<file path="src/rtl/i2c_target_regs.sv">
// i2c_target_regs: I2C target with an 8-bit register file and a host port.
//
// Build option: define I2C_TGT_AUTOINC_EN to advance the register pointer
// after every data byte (NREG-1 wraps to 0, out-of-range pointer holds).
// Without it the pointer stays where the pointer phase left it.
//
// Ports:
//   clk, rstn              system clock, asynchronous active-low reset
//   scl_i, sda_i           raw bus pins
//   sda_oe                 1 = pull SDA low (open drain)
//   host_wr/addr/wdata     local register write port
//   host_rdata             combinational register read, 8'hFF out of range
//   i2c_wr_stb/i2c_wr_idx  one-cycle pulse and index for a bus write
//   busy                   addressed, from address match until STOP

module i2c_tgt_pin_filt #(
  parameter int unsigned FILT_LEN = 4
) (
  input  logic clk,
  input  logic rstn,
  input  logic pin,
  output logic level,
  output logic rise,
  output logic fall
);
  localparam int unsigned CW = (FILT_LEN > 1) ? $clog2(FILT_LEN) : 1;

  logic          s1;
  logic          s2;
  logic [CW-1:0] cnt;

  // Idle bus level is high, so everything resets to 1.
  always_ff @(posedge clk or negedge rstn) begin
    if (!rstn) begin
      s1    <= 1'b1;
      s2    <= 1'b1;
      level <= 1'b1;
      rise  <= 1'b0;
      fall  <= 1'b0;
      cnt   <= '0;
    end else begin
      s1   <= pin;
      s2   <= s1;
      rise <= 1'b0;
      fall <= 1'b0;
      if (s2 != level) begin
        if (cnt == CW'(FILT_LEN - 1)) begin
          level <= s2;
          rise  <= s2;
          fall  <= ~s2;
          cnt   <= '0;
        end else begin
          cnt <= cnt + 1'b1;
        end
      end else begin
        cnt <= '0;
      end
    end
  end
endmodule

module i2c_target_regs #(
  parameter logic [6:0]  SLV_ADDR = 7'h50,
  parameter int unsigned NREG     = 16,
  parameter int unsigned FILT_LEN = 4
) (
  input  logic       clk,
  input  logic       rstn,
  input  logic       scl_i,
  input  logic       sda_i,
  output logic       sda_oe,
  input  logic       host_wr,
  input  logic [7:0] host_addr,
  input  logic [7:0] host_wdata,
  output logic [7:0] host_rdata,
  output logic       i2c_wr_stb,
  output logic [7:0] i2c_wr_idx,
  output logic       busy
);
  localparam int unsigned IW = (NREG > 1) ? $clog2(NREG) : 1;

  typedef enum logic [3:0] {
    IDLE, ADDR, ADDR_ACK, PTR, PTR_ACK, WDATA, WDATA_ACK, RDATA, RACK, WAIT_STOP
  } state_t;

  state_t     state;
  logic [3:0] bit_cnt;
  logic [6:0] shreg;
  logic       rw;
  logic [7:0] ptr;
  logic [7:0] ptr_next;
  logic       ptr_done;
  logic [7:0] regs [NREG];

  logic       scl_f, scl_rise, scl_fall;
  logic       sda_f, sda_rise, sda_fall;
  logic [7:0] byte_in;
  logic       ptr_ok;
  logic [7:0] rd_byte;

  i2c_tgt_pin_filt #(.FILT_LEN(FILT_LEN)) u_scl_filt (
    .clk(clk), .rstn(rstn), .pin(scl_i),
    .level(scl_f), .rise(scl_rise), .fall(scl_fall)
  );

  i2c_tgt_pin_filt #(.FILT_LEN(FILT_LEN)) u_sda_filt (
    .clk(clk), .rstn(rstn), .pin(sda_i),
    .level(sda_f), .rise(sda_rise), .fall(sda_fall)
  );

  always_comb begin
    byte_in = {shreg, sda_f};
    ptr_ok  = 32'(ptr) < NREG;
    rd_byte = ptr_ok ? regs[ptr[IW-1:0]] : 8'hFF;
  end

  always_comb begin
    host_rdata = (32'(host_addr) < NREG) ? regs[host_addr[IW-1:0]] : 8'hFF;
  end

`ifdef I2C_TGT_AUTOINC_EN
  always_comb begin
    ptr_next = ptr;
    if (ptr_ok) begin
      ptr_next = (32'(ptr) == NREG - 1) ? '0 : ptr + 8'd1;
    end
  end
`else
  always_comb begin
    ptr_next = ptr;
  end
`endif

  // ACK states enter with bit_cnt = 8 on the 8th rise; the following fall
  // drives ACK, the 9th rise bumps bit_cnt to 9, and the next fall leaves.
  // Read data: bit 7 is driven straight from rd_byte, shreg holds bits 6..0.
  always_ff @(posedge clk or negedge rstn) begin
    if (!rstn) begin
      state      <= IDLE;
      bit_cnt    <= '0;
      shreg      <= '0;
      rw         <= 1'b0;
      ptr        <= '0;
      ptr_done   <= 1'b0;
      sda_oe     <= 1'b0;
      i2c_wr_stb <= 1'b0;
      i2c_wr_idx <= '0;
      busy       <= 1'b0;
      for (int unsigned i = 0; i < NREG; i++) begin
        regs[IW'(i)] <= '0;
      end
    end else begin
      i2c_wr_stb <= 1'b0;
      if (sda_fall && scl_f) begin
        state   <= ADDR;
        bit_cnt <= '0;
        sda_oe  <= 1'b0;
      end else if (sda_rise && scl_f) begin
        state    <= IDLE;
        sda_oe   <= 1'b0;
        busy     <= 1'b0;
        ptr_done <= 1'b0;
      end else begin
        case (state)
          ADDR: begin
            if (scl_rise) begin
              shreg   <= byte_in[6:0];
              bit_cnt <= bit_cnt + 4'd1;
              if (bit_cnt == 4'd7) begin
                bit_cnt <= 4'd8;
                if (byte_in[7:1] == SLV_ADDR) begin
                  state <= ADDR_ACK;
                  rw    <= byte_in[0];
                  busy  <= 1'b1;
                end else begin
                  state <= WAIT_STOP;
                  busy  <= 1'b0;
                end
              end
            end
          end
          ADDR_ACK, PTR_ACK, WDATA_ACK: begin
            if (scl_rise) begin
              bit_cnt <= 4'd9;
            end else if (scl_fall) begin
              if (bit_cnt == 4'd8) begin
                sda_oe <= 1'b1;
              end else begin
                bit_cnt <= '0;
                if (state == ADDR_ACK && rw) begin
                  state  <= RDATA;
                  shreg  <= rd_byte[6:0];
                  sda_oe <= ~rd_byte[7];
                end else begin
                  sda_oe <= 1'b0;
                  if (state == ADDR_ACK && !ptr_done) begin
                    state <= PTR;
                  end else begin
                    state <= WDATA;
                  end
                end
              end
            end
          end
          PTR: begin
            if (scl_rise) begin
              shreg   <= byte_in[6:0];
              bit_cnt <= bit_cnt + 4'd1;
              if (bit_cnt == 4'd7) begin
                ptr      <= byte_in;
                ptr_done <= 1'b1;
                bit_cnt  <= 4'd8;
                state    <= PTR_ACK;
              end
            end
          end
          WDATA: begin
            if (scl_rise) begin
              shreg   <= byte_in[6:0];
              bit_cnt <= bit_cnt + 4'd1;
              if (bit_cnt == 4'd7) begin
                if (ptr_ok) begin
                  regs[ptr[IW-1:0]] <= byte_in;
                  i2c_wr_stb        <= 1'b1;
                  i2c_wr_idx        <= ptr;
                end
                ptr     <= ptr_next;
                bit_cnt <= 4'd8;
                state   <= WDATA_ACK;
              end
            end
          end
          RDATA: begin
            if (scl_rise) begin
              bit_cnt <= bit_cnt + 4'd1;
            end else if (scl_fall) begin
              if (bit_cnt == 4'd8) begin
                state  <= RACK;
                sda_oe <= 1'b0;
                ptr    <= ptr_next;
              end else begin
                sda_oe <= ~shreg[6];
                shreg  <= {shreg[5:0], 1'b0};
              end
            end
          end
          RACK: begin
            if (scl_rise) begin
              if (sda_f) begin
                state <= WAIT_STOP;
              end else begin
                bit_cnt <= 4'd9;
              end
            end else if (scl_fall) begin
              state   <= RDATA;
              bit_cnt <= '0;
              shreg   <= rd_byte[6:0];
              sda_oe  <= ~rd_byte[7];
            end
          end
          default: ;
        endcase
      end
      // Placed last so a same-cycle host write overrides the bus write.
      if (host_wr && (32'(host_addr) < NREG)) begin
        regs[host_addr[IW-1:0]] <= host_wdata;
      end
    end
  end
endmodule

</file>
<file path="config.mk">
export PLATFORM = sky130hd
export DESIGN_NAME = i2c_target_regs
export DESIGN_NICKNAME = d
export VERILOG_FILES = /design/src/rtl/i2c_target_regs.sv
export SDC_FILE = /design/constraint.sdc
export NUM_CORES = 1
export LEC_CHECK = 0
export CAP_MARGIN = 20
export CORE_ASPECT_RATIO = 1.1
export CORE_MARGIN = 4
export CORE_UTILIZATION = 50
export CTS_CLUSTER_SIZE = 8
export DETAILED_ROUTE_END_ITERATION = 8
export GPL_TIMING_DRIVEN = 0
export PLACE_DENSITY_LB_ADDON = 0.05
export SLEW_MARGIN = 10
export SYNTH_ARGS = -nofsm -noshare
export SYNTH_HDL_FRONTEND = slang
export SYNTH_HIERARCHICAL = 1
export SYNTH_SLANG_ARGS = --single-unit
</file>
<file path="constraint.sdc">
create_clock -name clk -period 2.7 [get_ports clk]
set_input_delay 0.54 -clock clk [delete_from_list [all_inputs] [get_ports clk]]
set_output_delay 0.54 -clock clk [all_outputs]
set_load 0.02 [all_outputs]
</file>
; ---- Word level (Yosys, flattened, before mapping)
; Cells that the tools add are included.
[totals]
ff_bits = 178
word_cells = 236
[op_classes]
eq_ne = 48
bitwise = 8
n_reduce_logical = 29
magnitude_cmp = 6
addsub = 3
mux = 104
[ops]
columns = cell, n
row1 = 128-bit 2-to-1 mux, 7
row2 = 128-bit bitwise mux, 2
row3 = 4-bit 2-to-1 mux, 29
row4 = 7-bit 2-to-1 mux, 10
row5 = 8-bit binary-select mux with 4-bit select, 2
row6 = 8-bit demux with 4-bit select, 2
row7 = 8-bit 2-to-1 mux, 8
row8 = 4-bit != test (second input constant), 9
row9 = 1-bit 2-to-1 mux, 34
row10 = 4-bit by 3-bit != test with 1-bit output (second input constant), 7
row11 = 7-bit case mux with 4 select lines, 1
row12 = 4-bit case mux with 6 select lines, 1
row13 = 4-bit by 3-bit == test with 1-bit output (second input constant), 5
row14 = 8-bit by 5-bit less-than comparator with 1-bit output (second input constant), 2
row15 = 4-bit case mux with 4 select lines, 1
row16 = 15-bit AND reduction, 1
row17 = 2-bit != test (second input constant), 7
row18 = 13-bit AND reduction, 1
row19 = 6-bit AND reduction, 2
row20 = 5-bit greater-or-equal comparator (second input constant), 2
row21 = 5-bit by 1-bit less-than comparator with 1-bit output (second input constant), 2
row22 = 4-bit NOT with 5-bit output, 2
row23 = 5-bit nonzero test, 2
row24 = 4-bit by 2-bit == test with 1-bit output (second input constant), 2
row25 = 28 further kinds, 57

; ---- Depth between registers and ports, before layout
; Gate-level depths: netlist of run 1.
[depth]
word_depth = 14
mapped_depth = 8
depth_no_buf = 7

; ---- Modules after synthesis
; The synthesis of run 1 kept the hierarchy.
[modules_own_cells]
columns = mod, cells_per_inst, area_per_inst_um2, instances, seq_area_each_um2
row1 = i2c_target_regs, 961, 10432.5, 1, 4103.9
row2 = i2c_tgt_pin_filt, 16, 240.2, 2, 178.9

; ---- Worst setup path before layout of run 1
; No wires, ideal clock.
[synth_path]
path_type = input to output
start = in host_addr[0]
end = out host_rdata[7]
n_path_buf = 3
slack_ps = -100
cell_stages = 6
t_arrival_ps = 2260
path_cell_list = buf_2 > buf_2 > clkbuf_1 > mux4_2 > mux4_2 > nand2b_1
[synth_between]
elab_chain_cells = 5
word_cells_on_any_way = 6
[synth_lines]
columns = item, line
row1 = from (decl), 73  ; input logic [7:0] host_addr,
row2 = 4-bit NOT with 5-bit output (not written as such), 118  ; host_rdata = (32'(host_addr) < NREG) ? regs[host_addr[IW-1:0]] : 8'hFF;
row3 = 8-bit binary-select mux with 4-bit select, 118
row4 = 8-bit 2-to-1 mux (not written as such) (2 in series), 118
row5 = 8-bit 2-to-1 mux (*), 118
row6 = to (decl), 75  ; output logic [7:0] host_rdata,
; Every way passes the cells marked *; elsewhere a longest branch is shown, timed or not. The select of a mux whose other input is x is not followed.

; ---- Worst setup path in the final report of run 1
[layout_path]
start = in host_addr[0]
end = out host_rdata[0]
; Same word-level chain as after synthesis.

==> results.yml, run 1 <==
sta:
  finalWorstSetupSlack_ns: -0.0946
  period_needed_ns: 2.79
  holdWs_ns: 0.0727
  slew_headroom_pct: 43.2
  tightest_slew_ns: 0.851
  fin_skew_ns: 0.00867
  drv_slew: 0
  setup_viol: 7
  tns_ns: -0.505
  timing.fmax_mhz: 358
  rsz0062_at_grt: "yes"
  hold_violations: 0
  finalCritPeriodShare_pct: 104
floorplan:
  die_h_um: 163
  floorplan.core_area_mm2: 0.0214
  io_pins: 40
  fp.dieW_um: 149
  std_cell_rows: 56
  start_util_pct: 51.1
  dieArea_mm2: 0.0243
layout:
  utilization_pct: 59.6
  diodes: 0
  synthToLayoutAreaGrowth_pct: 16.8
  drive_above_1_share_pct: 22.3
  nets: 1088
  finalNonFillerCells: 1366
  nFillCells: 1833
clock_network:
  cts_buffers: 17
  insertion_delay_ns: 0.44
  clk_pin_slew_worst_paths_ns: 0.07
  cts-root-buf: "clkbuf_16"
  cts_tree: "built"
  cts_max_level: 4
  hold_buffers: 0
  cts_sinks: 178
  clockBufferDepth: 2
yosys:
  synth-seq-cells: 178
  ys_types: 71
  synth_edf_count: 0
  syn_area_per_cell_um2: 11.0
  synth_nets: 1018
  ys_seq_area_share_pct: 40.9
  syn-cell-area_mm2: 0.0109
  ys.flop_type: "dfrtp_1"
  async_flop_share_pct: 100
  syn_inst: 993
  yosys_warnings: 6
placed_design:
  portBuffers: 29
  place.gp.congestion: 0.930
  dp_hpwl_um: 25300
  placedCellCount: 1313
  place_ws_ns: -1.13
grt:
  antenna_found_initial: 0
  grt_use_total_pct: 30.0
  grt_max_degree: 97
  grt_overflow: 0
  grt_first_pass_wirelength_um: 53700
  grt_pass1_vias: 8450
routing:
  wire_per_inst_um: 25.9
  drc: 0
  antenna_left: 0
  drt_iter0_drc: 1057
  dr.pass1.iters: 6
  vias: 8734
  wirelength_um: 35400
  drt-vias-per-instance: 6.39
power_and_ir_drop:
  powerDensity_mw_per_mm2: 642
  vdd_drop_max_mv: 0.393
  leakage_uw: 0.00489
critical_path:
  crit_path_start_kind: "primary input"
  setup.worst_path.class: "in2out"
  required_ns: 2.16
  crit_path_end_kind: "primary output"
  critPathArrivalTime_ns: 2.25
  cp_max_fo: 8
status:
  violations: "setup timing"
  status: "finished, violations left"
min_path:
  hold_class: "in2async"
flow_run:
  maxCapViolations: 0
-- stage by stage --
step	total power (uW)	area, um^2
floorplan	4710	10900
CTS	8140	12600
finish	8180	12700
global route	8530	12700
global placement	5490	11600
detailed placement	5500	11600
-- report_power, final --
part	switching, uW	leakage, uW	internal, uW	total, uW
registers	234	0.00181	2950	3190
logic	1540	0.00279	850	2390
clock network	1180	0.000288	1430	2610
-- logic make-up (layout without fill, tap and decap cells) --
group / after synthesis / count (layout) / share of synthesized area (%)
simple gates: 277 / 277 / 14.4
mux: 231 / 231 / 29.7
compound gates: 203 / 203 / 10.8
flops: 178 / 178 / 40.9
buf+inv: 98 / 181 / 3.65
fa+ha+maj: 4 / 4 / 0.459
xor+xnor: 2 / 2 / 0.161
-- state kept, by name (all words and copies together) (netlist names), 2 cells and up --
register / cells
bit_cnt: 4
i2c_wr_idx: 8
ptr: 8
regs: 128
shreg: 7
state: 4
u_scl_filt/cnt: 2
u_sda_filt/cnt: 2
-- synthesized netlist by cell type, types with 3 or more instances --
master | number | area, um^2
nor2b_1 | 9 | 56.3
nor3_1 | 11 | 55.1
o21ai_1 | 35 | 175
mux2_2 | 20 | 225
o21ai_0 | 63 | 315
and2_1 | 6 | 37.5
a21o_1 | 6 | 45.0
nand2_1 | 104 | 390
nand4b_1 | 4 | 35.0
nor3_2 | 3 | 30.0
ha_1 | 4 | 50.1
nand3_1 | 9 | 45.0
o21a_1 | 4 | 30.0
mux2i_1 | 139 | 1390
dfstp_2 | 6 | 158
nand3b_1 | 3 | 22.5
o22ai_1 | 6 | 37.5
buf_1 | 10 | 37.5
dfrtp_1 | 172 | 4300
nand4_2 | 6 | 75.1
nor3b_1 | 9 | 67.6
nand4_1 | 3 | 18.8
nor2_1 | 63 | 236
nor4_4 | 6 | 128
mux4_2 | 72 | 1620
a21oi_1 | 58 | 290
nand2b_1 | 17 | 106
inv_1 | 9 | 33.8
buf_2 | 12 | 60.1
o32ai_1 | 3 | 26.3
nand3_4 | 4 | 70.1
clkbuf_1 | 63 | 236
-- path summary, 6_finish.rpt --
check | cells after the start | to | slack [ns] | startpoint
setup / recovery | 7 | host_rdata[0] | -0.09 | host_addr[0]
hold / removal | 1 | i2c_wr_idx[6] | 0.07 | rstn
setup reg to reg | 6 | shreg[1] | 0.08 | bit_cnt[0]
hold reg to reg | 0 | u_sda_filt/s2 | 0.36 | u_sda_filt/s1
max in group asynchronous | 2 | u_scl_filt/s1 | 1.70 | rstn
min in group clk | 0 | u_sda_filt/s2 | 0.36 | u_sda_filt/s1
-- final cells by class --
| class | count | area [um^2] | share of cell area (%) |
|---|---|---|---|
| Clock buffer | 20 | 457 | 3.58 |
| Tap cell | 290 | 363 | 2.85 |
| Sequential cell | 178 | 4460 | 35.0 |
| Multi-Input combinational cell | 717 | 6150 | 48.3 |
| Timing Repair Buffer | 51 | 627 | 4.92 |
| Buffer | 88 | 502 | 3.94 |
| Inverter | 10 | 37.5 | 0.295 |
| Clock inverter | 12 | 145 | 1.14 |
-- metal layers --
| layer | GRT usage (%) | up-vias | share of wire (%) |
|---|---|---|---|
| li1 | - | 3829 | - |
| met1 | 40.9 | 4416 | 40 |
| met2 | 48.1 | 411 | 49 |
| met3 | 4.15 | 78 | 6.8 |
| met4 | 13.7 | 0 | 4.5 |
| met5 | 0 | - | 0 |
-- repair_timing --
item	4_1_cts	5_1_grt
setup buffers	9	9
gates resized for setup	99	22
endpoints found under the setup margin	117	130
gates cloned	3	0
pin swaps	0	8
-- worst max-delay path, stage by stage --
cell      delay, ns
buf_16         0.13
buf_12         0.15
buf_6          0.10
mux4_2         0.52
mux4_2         0.51
nand2b_4       0.17
buf_6          0.13
-- layout by cell type (no fill, tap or decap), types with 7 or more instances in the layout --
cell	instances
a21oi_1	58
buf_1	9
buf_12	10
buf_2	8
buf_4	10
buf_6	13
clkbuf_1	48
clkbuf_16	17
clkbuf_2	11
clkbuf_8	7
clkdlybuf4s50_1	20
dfrtp_1	172
inv_1	9
mux2_2	20
mux2i_1	139
mux4_2	72
nand2_1	104
nand2b_1	11
nand3_1	9
nor2_1	56
nor2_2	7
nor2b_1	9
nor3_1	8
nor3b_1	9
nor4_4	7
o21ai_0	63
o21ai_1	35
(Power assumes the default switching activity.)
==> inputs of run 2 (changes only) <==
--- a/config.mk
+++ b/config.mk
@@ -13,6 +13,7 @@
 export DETAILED_ROUTE_END_ITERATION = 8
 export GPL_TIMING_DRIVEN = 0
 export PLACE_DENSITY_LB_ADDON = 0.05
+export SKIP_LAST_GASP = 1
 export SLEW_MARGIN = 10
 export SYNTH_ARGS = -nofsm -noshare
 export SYNTH_HDL_FRONTEND = slang
==> results.yml, run 2 (synthesized netlist as in run 1, its figures left out) <==
floorplan:
  start_util_pct: 51.1
  fp.dieW_um: 149
  dieArea_mm2: 0.0243
  std_cell_rows: 56
  floorplan.core_area_mm2: 0.0214
  io_pins: 40
  die_h_um: 163
status:
  violations: "setup timing"
  status: "finished, violations left"
layout:
  drive_above_1_share_pct: 22.2
  final_cell_mix: "dfrtp_1 (172), mux2i_1 (139), nand2_1 (104), mux4_2 (72), o21ai_0 (63)"
  final_common_cell: "dfrtp_1"
  regMostFlops: "regs"
  synthToLayoutAreaGrowth_pct: 16.7
  largestRegisters: "regs x128, i2c_wr_idx x8, ptr x8"
  diodes: 0
  nets: 1087
  largest_reg_flops: 128
grt:
  grt_overflow: 0
  grt_pass1_vias: 8449
  grt_first_pass_wirelength_um: 53700
  grt_max_degree: 97
  antenna_found_initial: 0
  grt_use_total_pct: 30.0
critical_path:
  crit_path_start_kind: "primary input"
  crit_path_end_kind: "primary output"
  setup.worst_path.class: "in2out"
  cp_max_fo: 8
  critPathArrivalTime_ns: 2.25
  required_ns: 2.16
flow_run:
  maxCapViolations: 0
power_and_ir_drop:
  leakage_uw: 0.00488
  vdd_drop_max_mv: 0.391
  powerDensity_mw_per_mm2: 643
  p_sw_uw: 2950
  comb_power_share_pct: 29.3
  seq_power_share_pct: 38.9
  switching_share_pct: 36.1
  totalPowerFinal_uw: 8180
  clkPwrFrac_pct: 31.8
  p_int_uw: 5230
routing:
  drc: 0
  vias: 8715
  wire_per_inst_um: 26.0
  wirelength_um: 35400
  drt-vias-per-instance: 6.38
  dr.pass1.iters: 5
  drt_iter0_drc: 1070
  antenna_left: 0
sta:
  finalCritPeriodShare_pct: 103
  tightest_slew_ns: 0.835
  rsz0062_at_grt: "yes"
  holdWs_ns: 0.0678
  setup_viol: 6
  drv_slew: 0
  finalWorstSetupSlack_ns: -0.0869
  slew_headroom_pct: 44.3
  fin_skew_ns: 0.00899
  period_needed_ns: 2.79
  timing.fmax_mhz: 359
  hold_violations: 0
clock_network:
  cts_buffers: 17
  cts_tree: "built"
  insertion_delay_ns: 0.44
  cts_max_level: 4
  clockBufferDepth: 2
  clk_pin_slew_worst_paths_ns: 0.07
  cts-root-buf: "clkbuf_16"
  cts_sinks: 178
placed_design:
  place_ws_ns: -1.13
  portBuffers: 29
  dp_hpwl_um: 25300
  place.gp.congestion: 0.930
min_path:
  hold_class: "in2async"
## run 2: changes by cell type in the layout (fill, tap and decap cells not counted), sizes merged
| cell | delta |
|---|---|
| buf | -1 |
## run 2: through the flow
step | area, um^2 | TNS, ns | util (%) | instances
5_1_grt | 12700 | -0.561 | 59.6 | 1365
4_1_cts | 12600 | -0.454 | 58.9 | 1357
3_3_place_gp | 11600 | -1271.17 | 54.2 | 1312
2_1_floorplan | 10900 | 0 | - | 993
3_5_place_dp | 11600 | -76.43 | 54.3 | 1313
6_report | 12700 | -0.433 | 59.6 | 1365
## run 2: power by group through the flow
stage                     Sequential, uW  Clock, uW  Combinational [uW]
after global placement              3220          0                2270
after detailed placement            3230          0                2270
final                               3190       2600                2400
after CTS                           3180       2620                2340
after global routing                3220       2740                2560
after floorplan                     3140          0                1560
## run 2: timing repair
item	4_1_cts	5_1_grt
endpoints found under the setup margin	117	130
gates resized for setup	95	26
hold buffers	0	0
pin swaps	0	8
buffers inserted	9	8
cloned	3	0
## run 2: path summary, 6_finish.rpt
path / to / slack, ns / cells after the start / from
worst max-delay path: host_rdata[0] / -0.09 / 7 / host_addr[0]
worst min-delay path: i2c_wr_idx[6] / 0.07 / 1 / rstn
worst max register to register: shreg[1] / 0.06 / 6 / state[0]
worst min register to register: u_sda_filt/s2 / 0.36 / 0 / u_sda_filt/s1
max in group asynchronous: u_sda_filt/level / 1.70 / 2 / rstn
min in group clk: u_sda_filt/s2 / 0.36 / 0 / u_sda_filt/s1
## run 2: critical path: stages
cell and delay, ns:
buf_16 0.13, buf_12 0.15, buf_6 0.10, mux4_2 0.52, mux4_2 0.51, nand2b_4 0.17, buf_6 0.13
## run 2: layout make-up
| cell class | count | area, um^2 |
|---|---|---|
| plain buffers | 88 | 502 |
| well taps | 290 | 363 |
| inverters | 10 | 37.5 |
| multi-input cells | 717 | 6150 |
| flip-flops and latches | 178 | 4460 |
| clock buffers | 20 | 457 |
| repair buffers | 50 | 619 |
| clock inverters | 12 | 145 |
| fillers | 1835 | 8630 |
## run 2: metal layers
layer	GRT usage [%]	wire, um	share of wire [%]
met1	40.9	14200	40
met4	13.7	1630	4.6
met2	48.1	17200	49
met3	4.15	2410	6.8
met5	0	0	0
==> inputs of run 3 (changes only) <==
==> constraint.sdc (replaced) <==
create_clock -name clk -period 2.3 [get_ports clk]
set_input_delay 0.46 -clock clk [delete_from_list [all_inputs] [get_ports clk]]
set_output_delay 0.46 -clock clk [all_outputs]
set_load 0.02 [all_outputs]
==> results.yml, run 3 (synthesized netlist as in run 1, its figures left out) <==
floorplan:
  dieArea_mm2: 0.0243
  die_h_um: 163
  io_pins: 40
  floorplan.core_area_mm2: 0.0214
  std_cell_rows: 56
  start_util_pct: 51.1
  fp.dieW_um: 149
layout:
  final_cell_mix: "dfrtp_1 (172), mux2i_1 (139), nand2_1 (104), mux4_2 (72), o21ai_0 (61)"
  final_common_cell: "dfrtp_1"
  diodes: 0
  regMostFlops: "regs"
  synthToLayoutAreaGrowth_pct: 20.1
  largestRegisters: "regs x128, i2c_wr_idx x8, ptr x8"
  utilization_pct: 61.3
  largest_reg_flops: 128
  drive_above_1_share_pct: 26.9
  nets: 1118
sta:
  period_needed_ns: 2.63
  fin_skew_ns: 0.0164
  holdWs_ns: 0.358
  finalWorstSetupSlack_ns: -0.330
  drv_slew: 0
  tightest_slew_ns: 0.777
  setup_viol: 8
  slew_headroom_pct: 48.2
  finalCritPeriodShare_pct: 114
  tns_ns: -2.54
  hold_violations: 0
  rsz0062_at_grt: "yes"
  timing.fmax_mhz: 380
power_and_ir_drop:
  leakage_uw: 0.00501
  totalPowerFinal_uw: 9480
  powerDensity_mw_per_mm2: 723
  vdd_drop_max_mv: 0.528
clock_network:
  cts_max_level: 4
  cts-root-buf: "clkbuf_16"
  cts_tree: "built"
  cts_buffers: 17
  insertion_delay_ns: 0.44
  clk_pin_slew_worst_paths_ns: 0.08
  clockBufferDepth: 2
  cts_sinks: 178
critical_path:
  crit_cells: 4
  setup.worst_path.class: "reg2out"
  crit_chain: "mux4_2 > mux4_2 > nand2b_4 > buf_6"
  crit_family: "multiplexers"
  cp_max_fo: 3
  r2r_cells: 7
  crit_path_end_kind: "primary output"
  crit_path_start_kind: "flip-flop"
  regToRegEndpoint: "shreg[6]"
  path_common_cell: "mux4_2"
  rrSetupSlack_ns: 0.05
  cp-startpoint: "regs[4]"
  r2r_start: "ptr[1]"
  crit_slowest_cell: "mux4_2"
  cp_num_buf_inv: 1
  critPathArrivalTime_ns: 2.17
  required_ns: 1.84
  max_stage_delay_ns: 0.54
grt:
  grt_first_pass_wirelength_um: 54900
  grt_max_degree: 67
  antenna_found_initial: 0
  grt_use_total_pct: 30.4
  grt_overflow: 0
  grt_pass1_vias: 8905
status:
  status: "finished, violations left"
  violations: "setup timing"
placed_design:
  place_ws_ns: -1.23
  portBuffers: 29
  place.gp.congestion: 0.962
  dp_hpwl_um: 25800
flow_run:
  maxCapViolations: 0
min_path:
  min_path_cells: 0
  holdPathEnd: "u_sda_filt/s2"
  min_from: "u_sda_filt/s1"
  hold_class: "reg2reg"
routing:
  wirelength_um: 35900
  drc: 0
  drt-vias-per-instance: 6.30
  vias: 8795
  drt_iter0_drc: 782
  dr.pass1.iters: 5
  wire_per_inst_um: 25.7
  antenna_left: 0
==> run 3: cell count changes in the layout (fill, tap and decap cells not counted), moves of 3 or more <==
cell and change:
nor2_4 +4, clkinv_4 -3, buf_2 -6, nor2_1 -4, buf_8 +3, clkbuf_1 -12, clkbuf_4 +4, nor3_4 +3
nand4_4 +6, clkbuf_2 +9, buf_4 +36, nand4_2 -6
==> run 3: report_power, final <==
part | switching, uW | leakage [uW] | internal, uW
Clock | 1360 | 0.000252 | 1400
Sequential | 276 | 0.00181 | 3460
Combinational | 1860 | 0.00295 | 1120
Total | 3500 | 0.00501 | 5980
==> run 3: through the flow <==
step / area [um^2] / cells
2_1_floorplan: 11000 / 993
3_3_place_gp: 11700 / 1312
3_5_place_dp: 11700 / 1314
4_1_cts: 12800 / 1374
5_1_grt: 13100 / 1396
6_report: 13100 / 1396
==> run 3: worst max path at each step <==
| stage | end | slack [ns] |
|---|---|---|
| after floorplan | host_rdata[7] | -0.05 |
| after global placement | regs[100] | -7.13 |
| after detailed placement | regs[95] | -1.23 |
| after CTS | host_rdata[1] | -0.34 |
| after global routing | host_rdata[1] | -0.39 |
| final | host_rdata[4] | -0.33 |
==> run 3: area by class of cell <==
class,instances,area [um^2]
Timing Repair Buffer,82,866
Fill cell,1754,8260
Buffer,87,527
Clock buffer,19,433
Sequential cell,178,4460
Inverter,10,37.5
Clock inverter,13,101
Tap cell,290,363
Multi-Input combinational cell,717,6320
==> run 3: worst reg2reg max path, delay by kind of cell, from the launching register on <==
family	cells	cell delay [ns]
multiplexers	3	0.85
buffers and inverters	3	0.82
flip-flops	1	0.37
AO/OA/AOI/OAI	1	0.10
==> run 3: timing repair <==
action	in CTS	in global routing
hold buffers	1	0
hold endpoints to repair	52	0
gates cloned	0	0
pin swaps	12	15
buffers inserted	28	22
resized for setup	116	42
setup endpoints to repair	161	136
==> run 3: per-layer routing <==
| layer | up-vias | global-route usage, % | wire length, um |
|---|---|---|---|
| met1 | 4453 | 40.1 | 14400 |
| met3 | 87 | 4.12 | 1970 |
| met4 | 0 | 12.9 | 1740 |
| met2 | 368 | 50.9 | 17700 |
| met5 | - | 0 | 0 |
| li1 | 3887 | - | - |
